File: src/rtl/prog_mem_pkg.sv
// Shared types and elaboration helpers for the instruction memory and its loader.
package prog_mem_pkg;

  typedef enum logic [1:0] {StIdle, StLoad, StRun} state_e;

  function automatic int unsigned beats_per_word(int unsigned w, int unsigned b);
    return w / b;
  endfunction

  // A word must be built from a whole number of beats.
  function automatic bit width_ok(int unsigned w, int unsigned b);
    return (b != 0) && ((w % b) == 0);
  endfunction

endpackage

File: src/rtl/prog_mem_if.sv
// Program-load stream and instruction-fetch signals between the harness/fetch stage and prog_mem.
interface prog_mem_if #(
  parameter int unsigned A = 6,
  parameter int unsigned W = 8,
  parameter int unsigned B = 4
);
  logic         load_start;
  logic         load_valid;
  logic [B-1:0] load_data;
  logic         load_last;
  logic         load_ready;
  logic         fetch_en;
  logic [A-1:0] inst_address;
  logic [W-1:0] instr_out;
  logic         instr_valid;
  logic         busy;
  logic         load_done;
  logic         load_err;
  logic [A:0]   word_count;

  modport master (
    output load_start, load_valid, load_data, load_last, fetch_en, inst_address,
    input  load_ready, instr_out, instr_valid, busy, load_done, load_err, word_count
  );

  modport slave (
    input  load_start, load_valid, load_data, load_last, fetch_en, inst_address,
    output load_ready, instr_out, instr_valid, busy, load_done, load_err, word_count
  );
endinterface

File: src/rtl/prog_mem_array.sv
// DEPTH x W storage: one synchronous write port, one registered read port.
module prog_mem_array #(
  parameter int unsigned A = 6,
  parameter int unsigned W = 8
) (
  input  logic         clk,
  input  logic         rst,
  input  logic         we,
  input  logic [A-1:0] waddr,
  input  logic [W-1:0] wdata,
  input  logic         re,
  input  logic [A-1:0] raddr,
  output logic [W-1:0] rdata
);
  localparam int unsigned Depth = 2 ** A;

  logic [W-1:0] mem [Depth];

  // Storage is deliberately not reset so a reset mid-load keeps earlier words.
  always_ff @(posedge clk) begin
    if (we) begin
      mem[waddr] <= wdata;
    end
  end

  always_ff @(posedge clk) begin
    if (rst) begin
      rdata <= '0;
    end else if (re) begin
      rdata <= mem[raddr];
    end
  end

endmodule

File: src/rtl/prog_mem.sv
// Instruction memory with a streamed program loader: packs B-bit beats into W-bit words
// written from address 0, then serves registered fetches once the program is loaded.
module prog_mem
  import prog_mem_pkg::*;
#(
  parameter int unsigned A = 6,
  parameter int unsigned W = 8,
  parameter int unsigned B = 4
) (
  input logic       clk,
  input logic       rst,
  prog_mem_if.slave bus
);
  localparam int unsigned Beats = beats_per_word(W, B);
  localparam int unsigned Depth = 2 ** A;
  localparam int unsigned BeatW = (Beats > 1) ? $clog2(Beats) : 1;

  if (!width_ok(W, B)) begin : g_width_check
    $error("prog_mem: W must be an integer multiple of B");
  end

  state_e           state_q, state_d;
  logic [BeatW-1:0] beat_q, beat_d;
  logic [W-1:0]     asm_q, asm_d, wr_word;
  logic [A:0]       count_q, count_d;
  logic             done_q, done_d;
  logic             err_q, err_d;
  logic             valid_q;
  logic             accept, last_beat, word_end, full, we, re;

  assign bus.load_ready = (state_q == StLoad);
  assign accept         = bus.load_valid & bus.load_ready;
  assign last_beat      = (beat_q == BeatW'(Beats - 1));
  assign word_end       = accept & (last_beat | bus.load_last);
  assign full           = (count_q == (A + 1)'(Depth));
  assign we             = word_end & ~full;
  // A load request in RUN takes priority over a same-cycle fetch.
  assign re             = (state_q == StRun) & bus.fetch_en & ~bus.load_start;

  // Unfilled upper beats stay zero because asm_q is cleared after every written word.
  always_comb begin
    wr_word = asm_q;
    for (int k = 0; k < Beats; k++) begin
      if (beat_q == BeatW'(k)) begin
        wr_word[k*B +: B] = bus.load_data;
      end
    end
  end

  always_comb begin
    state_d = state_q;
    beat_d  = beat_q;
    asm_d   = asm_q;
    count_d = count_q;
    done_d  = done_q;
    err_d   = err_q;
    unique case (state_q)
      StIdle, StRun: begin
        if (bus.load_start) begin
          state_d = StLoad;
          beat_d  = '0;
          asm_d   = '0;
          count_d = '0;
          done_d  = 1'b0;
          err_d   = 1'b0;
        end
      end
      StLoad: begin
        if (word_end) begin
          beat_d = '0;
          asm_d  = '0;
        end else if (accept) begin
          beat_d = beat_q + 1'b1;
          asm_d  = wr_word;
        end
        if (we) begin
          count_d = count_q + 1'b1;
        end
        if (word_end & full) begin
          err_d = 1'b1;
        end
        if (accept & bus.load_last) begin
          state_d = StRun;
          done_d  = 1'b1;
        end
      end
      default: state_d = StIdle;
    endcase
  end

  always_ff @(posedge clk) begin
    if (rst) begin
      state_q <= StIdle;
      beat_q  <= '0;
      asm_q   <= '0;
      count_q <= '0;
      done_q  <= 1'b0;
      err_q   <= 1'b0;
      valid_q <= 1'b0;
    end else begin
      state_q <= state_d;
      beat_q  <= beat_d;
      asm_q   <= asm_d;
      count_q <= count_d;
      done_q  <= done_d;
      err_q   <= err_d;
      valid_q <= re;
    end
  end

  prog_mem_array #(
    .A(A),
    .W(W)
  ) u_array (
    .clk  (clk),
    .rst  (rst),
    .we   (we),
    .waddr(count_q[A-1:0]),
    .wdata(wr_word),
    .re   (re),
    .raddr(bus.inst_address),
    .rdata(bus.instr_out)
  );

  assign bus.instr_valid = valid_q;
  assign bus.busy        = (state_q == StLoad);
  assign bus.load_done   = done_q;
  assign bus.load_err    = err_q;
  assign bus.word_count  = count_q;

endmodule

File: src/flat_wrapper.sv
// flat-port wrapper written by rule: the top's interface ports become plain ports
module prog_mem_flat import prog_mem_pkg::*;
#(
  parameter int unsigned A = 6,
  parameter int unsigned W = 8,
  parameter int unsigned B = 4
)
  (clk, rst, bus_load_start, bus_load_valid, bus_load_data, bus_load_last, bus_fetch_en, bus_inst_address, bus_load_ready, bus_instr_out, bus_instr_valid, bus_busy, bus_load_done, bus_load_err, bus_word_count);
  prog_mem_if #(.A(A), .W(W), .B(B)) bus_i ();
  input logic clk;
  input logic rst;
  input wire logic [$bits(bus_i.load_start)-1:0] bus_load_start;
  input wire logic [$bits(bus_i.load_valid)-1:0] bus_load_valid;
  input wire logic [$bits(bus_i.load_data)-1:0] bus_load_data;
  input wire logic [$bits(bus_i.load_last)-1:0] bus_load_last;
  input wire logic [$bits(bus_i.fetch_en)-1:0] bus_fetch_en;
  input wire logic [$bits(bus_i.inst_address)-1:0] bus_inst_address;
  output wire logic [$bits(bus_i.load_ready)-1:0] bus_load_ready;
  output wire logic [$bits(bus_i.instr_out)-1:0] bus_instr_out;
  output wire logic [$bits(bus_i.instr_valid)-1:0] bus_instr_valid;
  output wire logic [$bits(bus_i.busy)-1:0] bus_busy;
  output wire logic [$bits(bus_i.load_done)-1:0] bus_load_done;
  output wire logic [$bits(bus_i.load_err)-1:0] bus_load_err;
  output wire logic [$bits(bus_i.word_count)-1:0] bus_word_count;
  assign bus_i.load_start = bus_load_start;
  assign bus_i.load_valid = bus_load_valid;
  assign bus_i.load_data = bus_load_data;
  assign bus_i.load_last = bus_load_last;
  assign bus_i.fetch_en = bus_fetch_en;
  assign bus_i.inst_address = bus_inst_address;
  assign bus_load_ready = bus_i.load_ready;
  assign bus_instr_out = bus_i.instr_out;
  assign bus_instr_valid = bus_i.instr_valid;
  assign bus_busy = bus_i.busy;
  assign bus_load_done = bus_i.load_done;
  assign bus_load_err = bus_i.load_err;
  assign bus_word_count = bus_i.word_count;
  prog_mem #(.A(A), .W(W), .B(B)) u_core (.clk(clk), .rst(rst), .bus(bus_i));
endmodule
File: config.mk
export PLATFORM = sky130hd
export DESIGN_NAME = prog_mem_flat
export DESIGN_NICKNAME = d
export VERILOG_FILES = /design/src/rtl/prog_mem_pkg.sv /design/src/rtl/prog_mem_if.sv /design/src/rtl/prog_mem_array.sv /design/src/rtl/prog_mem.sv /design/src/flat_wrapper.sv
export SDC_FILE = /design/constraint.sdc
export NUM_CORES = 1
export LEC_CHECK = 0
export ABC_AREA = 1
export BUFFER_PORTS_ARGS = -buffer_cell sky130_fd_sc_hd__buf_2
export CORE_UTILIZATION = 65
export CTS_BUF_LIST = sky130_fd_sc_hd__clkbuf_2
export DETAILED_ROUTE_END_ITERATION = 10
export GPL_TIMING_DRIVEN = 0
export PLACE_DENSITY = 0.82
export SETUP_SLACK_MARGIN = 0.4
export SKIP_CTS_REPAIR_TIMING = 1
export SLEW_MARGIN = 20
export SYNTH_ARGS = -nofsm -noshare
export SYNTH_HDL_FRONTEND = slang
export SYNTH_SLANG_ARGS = --single-unit
File: constraint.sdc
create_clock -name clk -period 4.6 [get_ports clk]
set_clock_uncertainty 0.05 [all_clocks]
set_input_delay 0.23 -clock clk [delete_from_list [all_inputs] [get_ports clk]]
set_output_delay 0.23 -clock clk [all_outputs]
set_load 0.05 [all_outputs]
==> implementation parameters <==
Parameter                              Value

Finish
  Ratio of cells with drive above 1 in the final layout ... roughly 16%
  Number of nets at the end of the flow ... between 2,000 and 2,500
  Final instance area ... about 25,000 um^2
  Filler Cell Count ... roughly 2,100
  Final core utilization ... 73.5%
  P&R area growth vs syn ... 11.0%

Power
  Worst VDD drop ... ~0.00024 V
  Cell leakage power ... approximately 9.2 nW
  PwrDens ... 365 nW/um^2

Worst setup path
  Capturing element type of the critical path ... flip-flop
  R2R depth ... 10
  Startpoint-to-endpoint class of the critical path ... flip-flop to flip-flop
  Arrival time of data at the critical path endpoint ... around 3.7 ns
  Maximum fanout encountered on the critical timing path ... 9
  Kind of start point of the critical path ... flip-flop
  FF-to-FF End ... u_core.asm_q[7]
  Launching element of the worst setup path ... u_core.state_q[1]
  Slack of the worst reg-to-reg path ... about 1.8 ns
  Worst EP required ... around 5.5 ns
  Destination of the critical timing path ... u_core.asm_q[7]
  Critical R2R Launch ... u_core.state_q[1]

Placement
  Dpl hpwl ... ~40,000 um
  Routability Congestion ... between 0.9 and 1
  Post-placement setup slack ... between 1.5 and 2 ns
  Instance area after placement ... 23,400 um^2
  I/O Buffers ... 31

Status
  Result of the run ... completed

Clock tree
  CTS clock-pin slew for the worst setup and hold paths ... about 0.11 ns
  TritonCTS Buffers ... roughly 120
  Clock latency reported for the late side of the worst-skew pair ... 1.05 ns
  Maximum level of the CTS H-tree ... 3
  Root buffer cell ... sky130_fd_sc_hd__clkbuf_2
  Largest buffer count on any clock path ... 3
  TritonCTS clock tree ... built
  TritonCTS Sinks ... between 500 and 600

Synth
  Syn_nets ... ~2,000
  Count of state elements after synthesis ... approximately 540
  Sequential-to-total area share from yosys stat ... a little under three quarters
  Distinct cell type count of the synthesized netlist ... 35
  Synth Warn # ... 0
  Mean cell area of the mapped netlist ... 11.5 um^2
  Gate count after technology mapping ... a little under 2,000
  Number of flops mapped to enable cells by yosys ... between 500 and 600
  Netlist area before placement ... around 22,000 um^2
  Most used DFF post-synth ... sky130_fd_sc_hd__edfxtp_1
  Share of synthesized registers carrying an async set or reset ... 0%

Global routing
  Maximum number of pins on one net before global-route repair ... 65
  Total grt overflow ... 0
  Aggregate global-route resource usage ... between 30 and 40%
  First-pass GRT wire length ... 87,700 um
  Number of antenna violations at the first check in global routing ... 1
  Number of global-route vias before repair ... roughly 16,000

Detailed routing
  Wirelength, routed ... just under 60,000 um
  DRC violation count after routing ... 0
  Starting DRC count in detailed routing ... ~2,400
  Via count normalized by instance count ... around 6
  Vias ... ~16,000
  Final routed wire length divided by cell count ... about 22 um
  Final ANT Viol Nets ... 0
  DR pass1 iterations ... 6

Timing
  Final critical-path required period ... 2.79 ns
  Final count of negative-setup-slack endpoints ... 0
  Final max-slew violation count ... 0
  PnR worst setup slack ... between 1.5 and 2 ns
  Maximum achievable frequency ... 358 MHz
  Max transition margin ... a little over a third
  Portion of the clock cycle consumed by the worst path in the final layout ... between 60% and 70%
  Final-report hold violation count ... 0
  Unrepaired setup endpoints after global routing ... false
  Measured slew at the worst slew-check pin ... approximately 1 ns

Run
  Maxcap violations ... 0

Floorplanning
  Standard cell core area ... roughly 34,000 um^2
  Std-Cell Rows ... between 60 and 70
  Effective utilization at floorplan ... around two thirds
  Die Area ... between 30,000 and 40,000 um^2
  Die X ... between 150 and 200 um
  Height of the die ... ~190 um
  Number of primary I/O pins ... 36

Worst hold path
  Worst min-delay path class ... input port to flip-flop
[flip-flops by register name, indices dropped and copies added (netlist names)]
register and cells:
u_core.u_array.rdata 8, u_core.state_q 2, u_core.beat_q 1, u_core.bus.instr_valid 1, u_core.bus.load_done 1, u_core.bus.word_count 7, u_core.asm_q 8, u_core.u_array.mem 512
u_core.bus.load_err 1
[metrics by stage]
stage / total power [W] / instances / hold slack [ns] / setup TNS, ns
after floorplan: 0.00592 / 1932 / 0.249 / 0
after global placement: 0.00617 / 2411 / 0.402 / -1300.44
after detailed placement: 0.00621 / 2428 / 0.411 / 0
after CTS: 0.00895 / 2639 / -0.681 / 0
after global routing: 0.00925 / 2659 / 0.104 / 0
final: 0.00901 / 2659 / 0.123 / 0
[cells by family after synthesis]
| group | count (synthesis) | share of synthesized area [%] |
|---|---|---|
| and+or+nand+nor | 1201 | 23.7 |
| DFF | 541 | 71.9 |
| xor gates and xnor gates | 2 | 0.0789 |
| AOI/OAI and AO/OA | 37 | 1.08 |
| adders and majority gates | 2 | 0.113 |
| buffers and inverters | 149 | 3.17 |
[placed cells by master (no fill, tap or decap), drive strengths merged, types with 2 or more instances in the layout]
| cell type | netlist | layout |
|---|---|---|
| nand2 | 627 | 627 |
| edfxtp | 512 | 512 |
| nand3 | 489 | 489 |
| clkbuf | 16 | 205 |
| buf | 100 | 148 |
| nor2 | 72 | 72 |
| inv | 32 | 33 |
| dfxtp | 29 | 29 |
| clkinv | 1 | 21 |
| dlygate4sd3 | 0 | 19 |
| a21oi | 16 | 16 |
| o21ai | 11 | 11 |
| o21a | 8 | 8 |
| nand4 | 6 | 6 |
| nor3 | 3 | 3 |
| xor2 | 2 | 2 |
| ha | 2 | 2 |
[routing by layer]
layer / vias to the layer above / GRT usage [%] / wire length [um]
met5: - / 0 / 0
met4: 0 / 18.6 / 3070
met3: 229 / 7.69 / 7950
met2: 1303 / 52.3 / 27600
met1: 7660 / 45.1 / 20500
li1: 7250 / - / -
[synthesized netlist by cell type, types with 7 or more instances]
| library cell | number | share of area [%] |
|---|---|---|
| sky130_fd_sc_hd__o21ai_0 | 8 | 0.18 |
| sky130_fd_sc_hd__nor2_1 | 71 | 1.2 |
| sky130_fd_sc_hd__nand3_1 | 485 | 11 |
| sky130_fd_sc_hd__a21oi_1 | 15 | 0.34 |
| sky130_fd_sc_hd__dfxtp_1 | 29 | 2.6 |
| sky130_fd_sc_hd__edfxtp_1 | 512 | 69 |
| sky130_fd_sc_hd__nand2_1 | 625 | 11 |
| sky130_fd_sc_hd__buf_4 | 7 | 0.24 |
| sky130_fd_sc_hd__buf_1 | 11 | 0.19 |
| sky130_fd_sc_hd__clkbuf_1 | 16 | 0.27 |
| sky130_fd_sc_hd__buf_2 | 80 | 1.8 |
| sky130_fd_sc_hd__inv_2 | 9 | 0.15 |
| sky130_fd_sc_hd__o21a_1 | 8 | 0.27 |
| sky130_fd_sc_hd__inv_1 | 22 | 0.37 |
[power by group]
group          switching (W)  total (W)  internal [W]
combinational       0.000537   0.000741      0.000204
sequential        0.00000720    0.00540       0.00539
clock                0.00180    0.00287       0.00107
[how the worst min path moves through the flow]
stage / startpoint / cells past startpoint / slack, ns / endpoint
2_1_floorplan: rst / 1 / 0.25 / u_core.asm_q[7]
6_report: bus_inst_address[2] / 10 / 0.12 / u_core.u_array.rdata[7]
3_5_place_dp: u_core.asm_q[6] / 2 / 0.41 / u_core.asm_q[6]
4_1_cts: rst / 2 / -0.68 / u_core.bus.word_count[6]
3_3_place_gp: u_core.asm_q[5] / 2 / 0.40 / u_core.asm_q[5]
5_1_grt: rst / 4 / 0.10 / u_core.bus.load_err
[worst max-delay path, cell delays in order, from the launching register on]
cell and delay [ns]:
sky130_fd_sc_hd__dfxtp_1 0.42, sky130_fd_sc_hd__nor2_4 0.10, sky130_fd_sc_hd__nand2_2 0.11, sky130_fd_sc_hd__nor2_1 0.04
sky130_fd_sc_hd__dlygate4sd3_1 0.57, sky130_fd_sc_hd__inv_1 0.09, sky130_fd_sc_hd__nand3_1 0.09, sky130_fd_sc_hd__a31oi_2 0.42
sky130_fd_sc_hd__nand2_1 0.12, sky130_fd_sc_hd__a21oi_1 0.13, sky130_fd_sc_hd__dlygate4sd3_1 0.58
[layout make-up]
type	count	area [um^2]	area share [%]
Antenna cell	1	2.50	0.0102
Clock buffer	189	946	3.84
Multi-Input combinational cell	1242	5640	22.9
Sequential cell	541	16000	64.7
Clock inverter	22	87.6	0.355
Buffer	116	577	2.34
Inverter	33	126	0.513
Timing Repair Buffer	67	758	3.08
Tap cell	448	561	2.27
(Power assumes the default switching activity.)
